$ cat config.mk
export PLATFORM = sky130hd
export DESIGN_NAME = addr_req_queue_flat
export DESIGN_NICKNAME = d
export VERILOG_FILES = /design/src/rtl/addr_q_pkg.sv /design/src/rtl/addr_req_queue_if.sv /design/src/rtl/addr_q_storage.sv /design/src/rtl/addr_req_queue.sv /design/src/flat_wrapper.sv
export SDC_FILE = /design/constraint.sdc
export NUM_CORES = 1
export LEC_CHECK = 0
export ABC_AREA = 0
export BUFFER_PORTS_ARGS = -buffer_cell sky130_fd_sc_hd__buf_2
export CORE_UTILIZATION = 57
export DETAILED_ROUTE_END_ITERATION = 6
export PLACE_DENSITY = 0.72
export SLEW_MARGIN = 20
export SYNTH_ARGS = -nofsm -noshare
export SYNTH_HDL_FRONTEND = slang
export SYNTH_SLANG_ARGS = --single-unit
$ cat constraint.sdc
create_clock -name clock -period 6.2 [get_ports clock]
set_clock_uncertainty 0.2 [all_clocks]
set_input_delay 1.24 -clock clock [delete_from_list [all_inputs] [get_ports clock]]
set_output_delay 1.24 -clock clock [all_outputs]
set_load 0.005 [all_outputs]
$ cat src/rtl/addr_q_pkg.sv
// addr_q_pkg: shared constants and types for the address request queue
package addr_q_pkg;
   localparam int AW_DEF = 32;
   localparam int OFFSET_BITS_DEF = 6;
   localparam int CNT_W_DEF = 20;
   typedef logic [AW_DEF-OFFSET_BITS_DEF-1:0] blk_addr_t;
   typedef logic [CNT_W_DEF-1:0] seq_t;
   typedef struct packed {
      logic [AW_DEF-1:0] addr;
      seq_t seq;
   } q_entry_t;
endpackage

$ cat src/rtl/addr_req_queue_if.sv
// addr_req_queue_if: loader-side and cache-side valid/ready handshakes
interface addr_req_queue_if #(
   parameter int AW = 32,
   parameter int CNT_W = 20
);
   logic in_valid;
   logic in_ready;
   logic [AW-1:0] in_addr;
   logic out_valid;
   logic out_ready;
   logic [AW-1:0] out_addr;
   logic [CNT_W-1:0] out_seq;
   modport master (output in_valid, in_addr, out_ready, input in_ready, out_valid, out_addr, out_seq);
   modport slave (input in_valid, in_addr, out_ready, output in_ready, out_valid, out_addr, out_seq);
endinterface

$ cat src/rtl/addr_q_storage.sv
// addr_q_storage: DEPTH-entry register array, one sync write port, async read at head
module addr_q_storage
   import addr_q_pkg::*;
#(
   parameter int DEPTH = 8,
   parameter type T = q_entry_t
) (
   input logic clock,
   input logic we,
   input logic [$clog2(DEPTH)-1:0] wptr,
   input logic [$clog2(DEPTH)-1:0] rptr,
   input T wdata,
   output T rdata
);
   T mem_q [DEPTH];
   T mem_d [DEPTH];
   always_comb begin
      mem_d = mem_q;
      mem_d[wptr] = we ? wdata : mem_q[wptr];
   end
   always_ff @(posedge clock) mem_q <= mem_d;
   assign rdata = mem_q[rptr];
endmodule

$ cat src/rtl/addr_req_queue.sv
// addr_req_queue: FWFT request FIFO with sequence tags and accepted/dropped counters.
// Define ADDR_Q_COALESCE_EN to drop pushes hitting the same block as the previous accepted push.
module addr_req_queue
   import addr_q_pkg::*;
#(
   parameter int DEPTH = 8,
   parameter int AW = AW_DEF,
   parameter int OFFSET_BITS = OFFSET_BITS_DEF,
   parameter int CNT_W = CNT_W_DEF
) (
   input logic clock,
   input logic reset,
   addr_req_queue_if.slave bus,
   output logic [$clog2(DEPTH):0] level,
   output logic [CNT_W-1:0] accepted_cnt,
   output logic [CNT_W-1:0] dropped_cnt
);
   localparam int PW = $clog2(DEPTH);
   typedef struct packed {
      logic [AW-1:0] addr;
      logic [CNT_W-1:0] seq;
   } entry_t;
   logic [PW-1:0] wr_ptr_q, wr_ptr_d, rd_ptr_q, rd_ptr_d;
   logic [PW:0] level_q, level_d;
   logic [CNT_W-1:0] seq_ctr_q, seq_ctr_d, acc_q, acc_d;
   logic push, pop, drop, enq;
   entry_t wr_entry, head;
   assign bus.in_ready = level_q < (PW+1)'(DEPTH);
   assign bus.out_valid = level_q != '0;
   assign push = bus.in_valid && bus.in_ready;
   assign pop = bus.out_valid && bus.out_ready;
   assign enq = push && !drop;
   assign wr_entry = '{addr: bus.in_addr, seq: seq_ctr_q};
   assign bus.out_addr = head.addr;
   assign bus.out_seq = head.seq;
   assign level = level_q;
   assign accepted_cnt = acc_q;
   always_comb begin
      wr_ptr_d = enq ? wr_ptr_q + 1'b1 : wr_ptr_q;
      rd_ptr_d = pop ? rd_ptr_q + 1'b1 : rd_ptr_q;
      level_d = level_q + (PW+1)'(enq) - (PW+1)'(pop);
      seq_ctr_d = enq ? seq_ctr_q + 1'b1 : seq_ctr_q;
      acc_d = enq ? acc_q + 1'b1 : acc_q;
   end
   always_ff @(posedge clock) begin
      if (reset) begin
         wr_ptr_q <= '0;
         rd_ptr_q <= '0;
         level_q <= '0;
         seq_ctr_q <= '0;
         acc_q <= '0;
      end else begin
         wr_ptr_q <= wr_ptr_d;
         rd_ptr_q <= rd_ptr_d;
         level_q <= level_d;
         seq_ctr_q <= seq_ctr_d;
         acc_q <= acc_d;
      end
   end
`ifdef ADDR_Q_COALESCE_EN
   logic [AW-OFFSET_BITS-1:0] last_blk_q, last_blk_d;
   logic last_vld_q, last_vld_d;
   logic [CNT_W-1:0] drop_cnt_q, drop_cnt_d;
   // a dropped push still completes its handshake; it just leaves no entry behind
   assign drop = last_vld_q && (bus.in_addr[AW-1:OFFSET_BITS] == last_blk_q);
   assign dropped_cnt = drop_cnt_q;
   always_comb begin
      last_blk_d = enq ? bus.in_addr[AW-1:OFFSET_BITS] : last_blk_q;
      last_vld_d = last_vld_q || enq;
      drop_cnt_d = (push && drop) ? drop_cnt_q + 1'b1 : drop_cnt_q;
   end
   always_ff @(posedge clock) begin
      if (reset) begin
         last_blk_q <= '0;
         last_vld_q <= 1'b0;
         drop_cnt_q <= '0;
      end else begin
         last_blk_q <= last_blk_d;
         last_vld_q <= last_vld_d;
         drop_cnt_q <= drop_cnt_d;
      end
   end
`else
   assign drop = 1'b0;
   assign dropped_cnt = '0;
`endif
   addr_q_storage #(.DEPTH(DEPTH), .T(entry_t)) u_storage (
      .clock(clock),
      .we(enq),
      .wptr(wr_ptr_q),
      .rptr(rd_ptr_q),
      .wdata(wr_entry),
      .rdata(head)
   );
endmodule

$ cat src/flat_wrapper.sv
// flat-port wrapper written by rule: the top's interface ports become plain ports
module addr_req_queue_flat import addr_q_pkg::*;
#(
   parameter int DEPTH = 8,
   parameter int AW = AW_DEF,
   parameter int OFFSET_BITS = OFFSET_BITS_DEF,
   parameter int CNT_W = CNT_W_DEF
)
  (clock, reset, level, accepted_cnt, dropped_cnt, bus_in_valid, bus_in_addr, bus_out_ready, bus_in_ready, bus_out_valid, bus_out_addr, bus_out_seq);
  addr_req_queue_if #(.AW(AW), .CNT_W(CNT_W)) bus_i ();
  input logic clock;
  input logic reset;
  output logic [$clog2(DEPTH):0] level;
  output logic [CNT_W-1:0] accepted_cnt;
  output logic [CNT_W-1:0] dropped_cnt;
  input wire logic [$bits(bus_i.in_valid)-1:0] bus_in_valid;
  input wire logic [$bits(bus_i.in_addr)-1:0] bus_in_addr;
  input wire logic [$bits(bus_i.out_ready)-1:0] bus_out_ready;
  output wire logic [$bits(bus_i.in_ready)-1:0] bus_in_ready;
  output wire logic [$bits(bus_i.out_valid)-1:0] bus_out_valid;
  output wire logic [$bits(bus_i.out_addr)-1:0] bus_out_addr;
  output wire logic [$bits(bus_i.out_seq)-1:0] bus_out_seq;
  assign bus_i.in_valid = bus_in_valid;
  assign bus_i.in_addr = bus_in_addr;
  assign bus_i.out_ready = bus_out_ready;
  assign bus_in_ready = bus_i.in_ready;
  assign bus_out_valid = bus_i.out_valid;
  assign bus_out_addr = bus_i.out_addr;
  assign bus_out_seq = bus_i.out_seq;
  addr_req_queue #(.DEPTH(DEPTH), .AW(AW), .OFFSET_BITS(OFFSET_BITS), .CNT_W(CNT_W)) u_core (.clock(clock), .reset(reset), .bus(bus_i), .level(level), .accepted_cnt(accepted_cnt), .dropped_cnt(dropped_cnt));
endmodule
Word level (Yosys, flattened, before mapping)
Index checks and enable logic that the tools add are counted.
{ "classes": {"magnitude_cmp": 4, "n_bitwise": 2, "eq_ne": 0, "reduce_logical": 4, "div_mod_pow": 0, "n_shift": 0, "n_mul": 0, "n_mux": 10, "add_sub_neg": 6} }
{ "ops": {"columns": ["operator", "n"], "rows": [
  ["bitwise mux 416 bit", 1],
  ["binary-select mux 52 bit (select 3 bit)", 2],
  ["2-to-1 mux 52 bit", 6],
  ["demux 52 bit (select 3 bit)", 1],
  ["adder 20 x 1 -> 20 bit, second input constant", 2],
  [">= comparator 4 bit, second input constant", 2],
  ["inverter 3 -> 4 bit", 2],
  ["adder 3 x 1 -> 3 bit, second input constant", 2],
  ["adder 4 x 1 -> 4 bit", 1],
  ["less-than comparator 4 x 1 -> 1 bit, second input constant", 1],
  ["less-than comparator 4 bit, second input constant", 1],
  ["nonzero test 4 bit", 1],
  ["subtractor 4 x 1 -> 4 bit", 1],
  ["logical AND 1 bit", 3]
]} }
{ "word_totals": {"input_bits": 36, "reg_bits": 466, "ramBits": 0, "output_inout_bits": 98, "word_cells": 47, "n_memories": 0, "romBits": 0, "latchBits": 0} }

Depth between registers and ports, before layout
{ "depth": {"depth_word": 6, "depth_mapped": 12, "ltp_nobuf": 12} }

Modules after synthesis
From an unflattened synthesis, not the netlist that was laid out.
{ "unflattened": {"cells_unflattened": 1373, "hier_area_um2": 21953.6} }
{ "modules_own_cells": {"columns": ["module", "seq_area_each_um2", "area_per_inst_um2", "instances", "cells_per_inst"], "rows": [
  ["addr_q_storage", 12492.0, 19448.7, 1, 1088],
  ["addr_req_queue", 1001.0, 2504.9, 1, 285]
]} }

Worst setup path after synthesis
Ideal clock, no wire load.
{ "synth_timing": {"path_type": "flip-flop to flip-flop", "startpoint": "reg u_core.wr_ptr_q[1]", "endpoint": "reg u_core.u_storage.mem_q[112] (netlist name), data pin", "arrival_ns": 5.236, "path_slack_ns": 0.598, "stages_incl_launch_ff": 7, "path_buffers": 3, "t_required_ns": 5.834, "period_less_slack_ns": 5.602, "setup_time_ns": 0.166, "path_cell_list": "dfxtp_1 -> buf_2 -> buf_2 -> buf_2 -> nor3_1 -> a221o_1 -> o22a_1"} }
{ "synth_via": {"elab_chain_cells": 6, "word_cells_on_any_way": 11, "classes_between": "2 x order compare; 7 x mux; 1 x bitwise; 1 x reduce/logical"} }
{ "synth_lines": {"columns": ["element", "line", "rtl"], "rows": [
  ["from (decl)", "addr_req_queue.sv:23", "logic [PW-1:0] wr_ptr_q, wr_ptr_d, rd_ptr_q, rd_ptr_d;"],
  ["from (signal assigned)", "addr_req_queue.sv:53", "wr_ptr_q <= wr_ptr_d;"],
  ["inverter 3 -> 4 bit (*)", "addr_q_storage.sv:19", "mem_d[wptr] = we ? wdata : mem_q[wptr];"],
  [">= comparator 4 bit (implied by the code) (tied with other cells)", "addr_q_storage.sv:19", null],
  ["logical AND 1 bit (implied by the code) / 2-to-1 mux 52 bit (equally long branches)", "addr_q_storage.sv:19", null],
  ["2-to-1 mux 52 bit", "addr_q_storage.sv:19", null],
  ["demux 52 bit (select 3 bit) / 2-to-1 mux 52 bit (equally long branches)", "addr_q_storage.sv:19", null],
  ["bitwise mux 416 bit (*)", "addr_q_storage.sv:19", null],
  ["to (signal assigned)", "addr_q_storage.sv:21", "always_ff @(posedge clock) mem_q <= mem_d;"],
  ["to (decl)", "addr_q_storage.sv:15", "T mem_q [DEPTH];"]
]} }
Every way passes the cells marked *; elsewhere a longest branch is shown, timed or not. The select of a mux whose other input is x is not followed.
A chain may end at the register's enable or synchronous reset.

Worst setup path in the final report
{ "layout_timing": {"startpoint": "reg u_core.rd_ptr_q[1]", "endpoint": "out bus_out_addr[11]"} }
{ "layout_via": {"elab_chain_cells": 4} }
{ "layout_lines": {"columns": ["element", "line", "rtl"], "rows": [
  ["from (decl)", "addr_req_queue.sv:23", null],
  ["from (signal assigned)", "addr_req_queue.sv:54", "rd_ptr_q <= rd_ptr_d;"],
  ["inverter 3 -> 4 bit (implied by the code)", "addr_q_storage.sv:22", "assign rdata = mem_q[rptr];"],
  ["binary-select mux 52 bit (select 3 bit)", "addr_q_storage.sv:22", null],
  ["2-to-1 mux 52 bit (implied by the code) (2 in a row)", "addr_q_storage.sv:22", null],
  ["to (decl)", "flat_wrapper.sv:21", "output wire logic [$bits(bus_i.out_addr)-1:0] bus_out_addr;"]
]} }
Every way passes these cells. The select of a mux whose other input is x is not followed.

==> reports/qor.yml <==
power:
  total_power_mw: 10.2
  p_leak_nw: 8.00
  power_density_mw_per_mm2: 418
  peakVddDrop_uv: 254
global_routing:
  track_usage_pct: 28.2
  grt_max_degree: 67
  grt_pass1_wl_um: 81100
  overflow: 0
  grt_antenna_before_repair: 0
  grt_pass1_vias: 13500
timing:
  setup_viol: 0
  maxSlewViolCount: 0
  hold_ws_ns: 0.313
  rsz0062_at_grt: "false"
  fin_ws_ns: 1.76
  fmax_mhz: 225
  slew-limit-headroom_pct: 20.6
  finalHoldViolations: 0
  period_share_pct: 71.5
  post-route-min-period_ns: 4.44
  tightest_slew_ns: 1.19
  setup_tns_ns: 0
floorplanning:
  die_area_mm2: 0.0390
  dieHeight_um: 197
  core_area_mm2: 0.0377
  dieWidth_um: 197
  row_count: 71
  io_pins: 134
  initial_utilization_pct: 57.8
setup_path:
  setup.worst_path.start_class: "register"
  worstPathRequired_ns: 4.76
  r2r_start: "u_core.wr_ptr_q[1]"
  ff2ff_path_depth: 5
  critPathMaxFanout: 66
  reg2reg_to: "u_core.u_storage.mem_q[356]"
  worstPathArrival_ns: 3.00
  worst_path_max_delay_cell: "dfxtp_4"
  reg2reg_setup_slack_ns: 2.36
  path_class: "register to output pin"
  path_cells: "buf_4 > mux4_2 > mux2_2 > buf_2"
  max_stage_delay_ns: 1.06
  endpoint_kind: "output pin"
drt:
  ant_nets: 0
  initialDrtViolationCount: 1226
  viasPerCell: 6.67
  drt_pre_antenna_iters: 6
  drc_errors: 0
  wl_um: 53800
  num_vias: 13500
  wl_per_cell_um: 26.6
finish:
  drive_above_1_share_pct: 32.0
  fin_util_pct: 64.6
  n_antenna_cell: 0
  final_cells: 2019
  synthToLayoutAreaGrowth_pct: 11.7
  finalNetCount: 1516
  finalInstanceArea_mm2: 0.0243
  nFillCells: 2683
yosys:
  netlist_instances: 1374
  yosysSeqAreaShare_pct: 61.9
  netlist_area_mm2: 0.0218
  synth-edff-count: 416
  yosys_register_bits: 466
  yosys_warnings: 0
  async_reset_ff_share_pct: 0
  synth_top_flop_cell: "edfxtp_1"
  synth_cell_types: 57
  avgSynthCellArea_um2: 15.9
clocking:
  hold_buffers: 0
  cts_max_path_buffers: 3
  cts_buffers: 48
  cts_max_level: 2
  worst_setup_hold_path_clk_slew_ns: 0.06
  clockRootBuffer: "clkbuf_16"
  post_cts_buffers: 0
  numClockSinks: 466
  cts_tree: "built"
  clk_latency_ns: 0.59
  cts_resized: 0
placement:
  gp_routability_congestion: 0.810
  pre_cts_ws_ns: 2.30
  port_buffers: 113
  placed_cells: 1931
  hpwl_um: 31200
  dpl_cell_area_mm2: 0.0228
hold_path:
  hp-start: "u_core.seq_ctr_q[1]"
  hold_class: "register to register"
  min_to: "u_core.seq_ctr_q[1]"
  holdPathStages: 2
flow_run:
  drv_cap: 0
status:
  status: "finished clean"
==> synth_stat cells (4+ instances only) <==
| cell | count | area, um2 |
|---|---|---|
| edfxtp_1 | 416 | 12500 |
| mux4_2 | 129 | 2910 |
| mux2_2 | 111 | 1250 |
| nor2_1 | 74 | 278 |
| clkbuf_1 | 58 | 218 |
| nand2_1 | 55 | 206 |
| a21oi_1 | 51 | 255 |
| dfxtp_1 | 50 | 1000 |
| mux2i_1 | 44 | 440 |
| buf_2 | 36 | 180 |
| o21ai_0 | 36 | 180 |
| a221oi_1 | 33 | 289 |
| a22oi_1 | 26 | 195 |
| buf_4 | 21 | 158 |
| inv_1 | 18 | 67.6 |
| nor2b_1 | 17 | 106 |
| xnor2_1 | 17 | 149 |
| a221o_1 | 15 | 150 |
| o22a_1 | 15 | 131 |
| a31oi_1 | 13 | 81.3 |
| nand3_1 | 13 | 65.1 |
| xor2_1 | 10 | 87.6 |
| ha_1 | 9 | 113 |
| nand4_1 | 9 | 56.3 |
| nor3_1 | 9 | 45.0 |
| a22o_1 | 8 | 70.1 |
| o221ai_1 | 8 | 70.1 |
| buf_1 | 7 | 26.3 |
| o2bb2ai_1 | 7 | 61.3 |
| or3_1 | 6 | 37.5 |
| and2_1 | 5 | 31.3 |
| nor4_1 | 5 | 31.3 |
| o21a_1 | 4 | 30.0 |
==> kinds of logic after synthesis <==
| group | Yosys count | share of synthesized area (%) |
|---|---|---|
| simple gates | 212 | 4.64 |
| fa+ha+maj | 10 | 0.609 |
| xor+xnor | 27 | 1.09 |
| compound gates | 234 | 7.62 |
| flops | 466 | 61.9 |
| buf+inv | 140 | 2.98 |
| mux | 284 | 21.1 |
| other cells | 1 | 0.0172 |
==> cells in the final DEF, fill, tap and decap left out, drive strengths merged, types with 26 or more instances in the layout <==
| cell type | netlist | routed |
|---|---|---|
| edfxtp | 416 | 416 |
| buf | 64 | 149 |
| mux4 | 129 | 129 |
| mux2 | 111 | 111 |
| nor2 | 74 | 74 |
| clkbuf | 58 | 63 |
| nand2 | 55 | 55 |
| a21oi | 51 | 51 |
| dfxtp | 50 | 50 |
| mux2i | 44 | 44 |
| o21ai | 36 | 36 |
| a221oi | 33 | 33 |
| a22oi | 26 | 26 |
==> layer usage <==
| metal | vias to the layer above | wire length [um] | track usage, % |
|---|---|---|---|
| met1 | 6919 | 21400 | 37.4 |
| met3 | 122 | 4160 | 5.16 |
| met2 | 685 | 26500 | 46.2 |
| li1 | 5734 | - | - |
| met4 | 0 | 1730 | 11.1 |
| met5 | - | 0 | 0 |
==> worst max path at each step <==
stage               depth (start not counted)                          end               start  slack [ns]
floorplan                                   6  u_core.u_storage.mem_q[112]  u_core.wr_ptr_q[1]        0.60
global placement                            4             bus_out_addr[23]  u_core.rd_ptr_q[0]        2.34
detailed placement                          4             bus_out_addr[23]  u_core.rd_ptr_q[0]        2.30
CTS                                         4             bus_out_addr[23]  u_core.rd_ptr_q[0]        1.66
global route                                4             bus_out_addr[23]  u_core.rd_ptr_q[0]        1.61
finish                                      4             bus_out_addr[11]  u_core.rd_ptr_q[1]        1.76
==> worst max-delay path, delay by kind of cell, from the launching register on <==
family	cells	cell delay (ns)
buffers and inverters	2	0.65
DFF	1	1.06
muxes	2	0.67
==> registers in the layout, indices dropped and copies added, names as in the netlist <==
signal and cells:
u_core.u_storage.mem_q 416, u_core.accepted_cnt 20, u_core.seq_ctr_q 20, u_core.level 4, u_core.rd_ptr_q 3, u_core.wr_ptr_q 3
==> layout make-up <==
cell class / count / area (um2) / share of cell area, %
clock buffer: 63 / 1300 / 5.34
tap: 511 / 639 / 2.63
multi-input combinational: 787 / 7750 / 31.9
sequential: 466 / 13500 / 55.5
inverter: 18 / 67.6 / 0.278
timing repair buffer: 149 / 851 / 3.50
clock inverter: 25 / 201 / 0.828
==> where the power goes <==
part           switching (mW)  total [mW]  internal, mW
sequential              0.302        4.48          4.17
clock                    1.17        2.77          1.60
combinational            1.47        2.92          1.45
total                    2.94        10.2          7.22
Note: power is estimated with default switching activity, not from simulation.
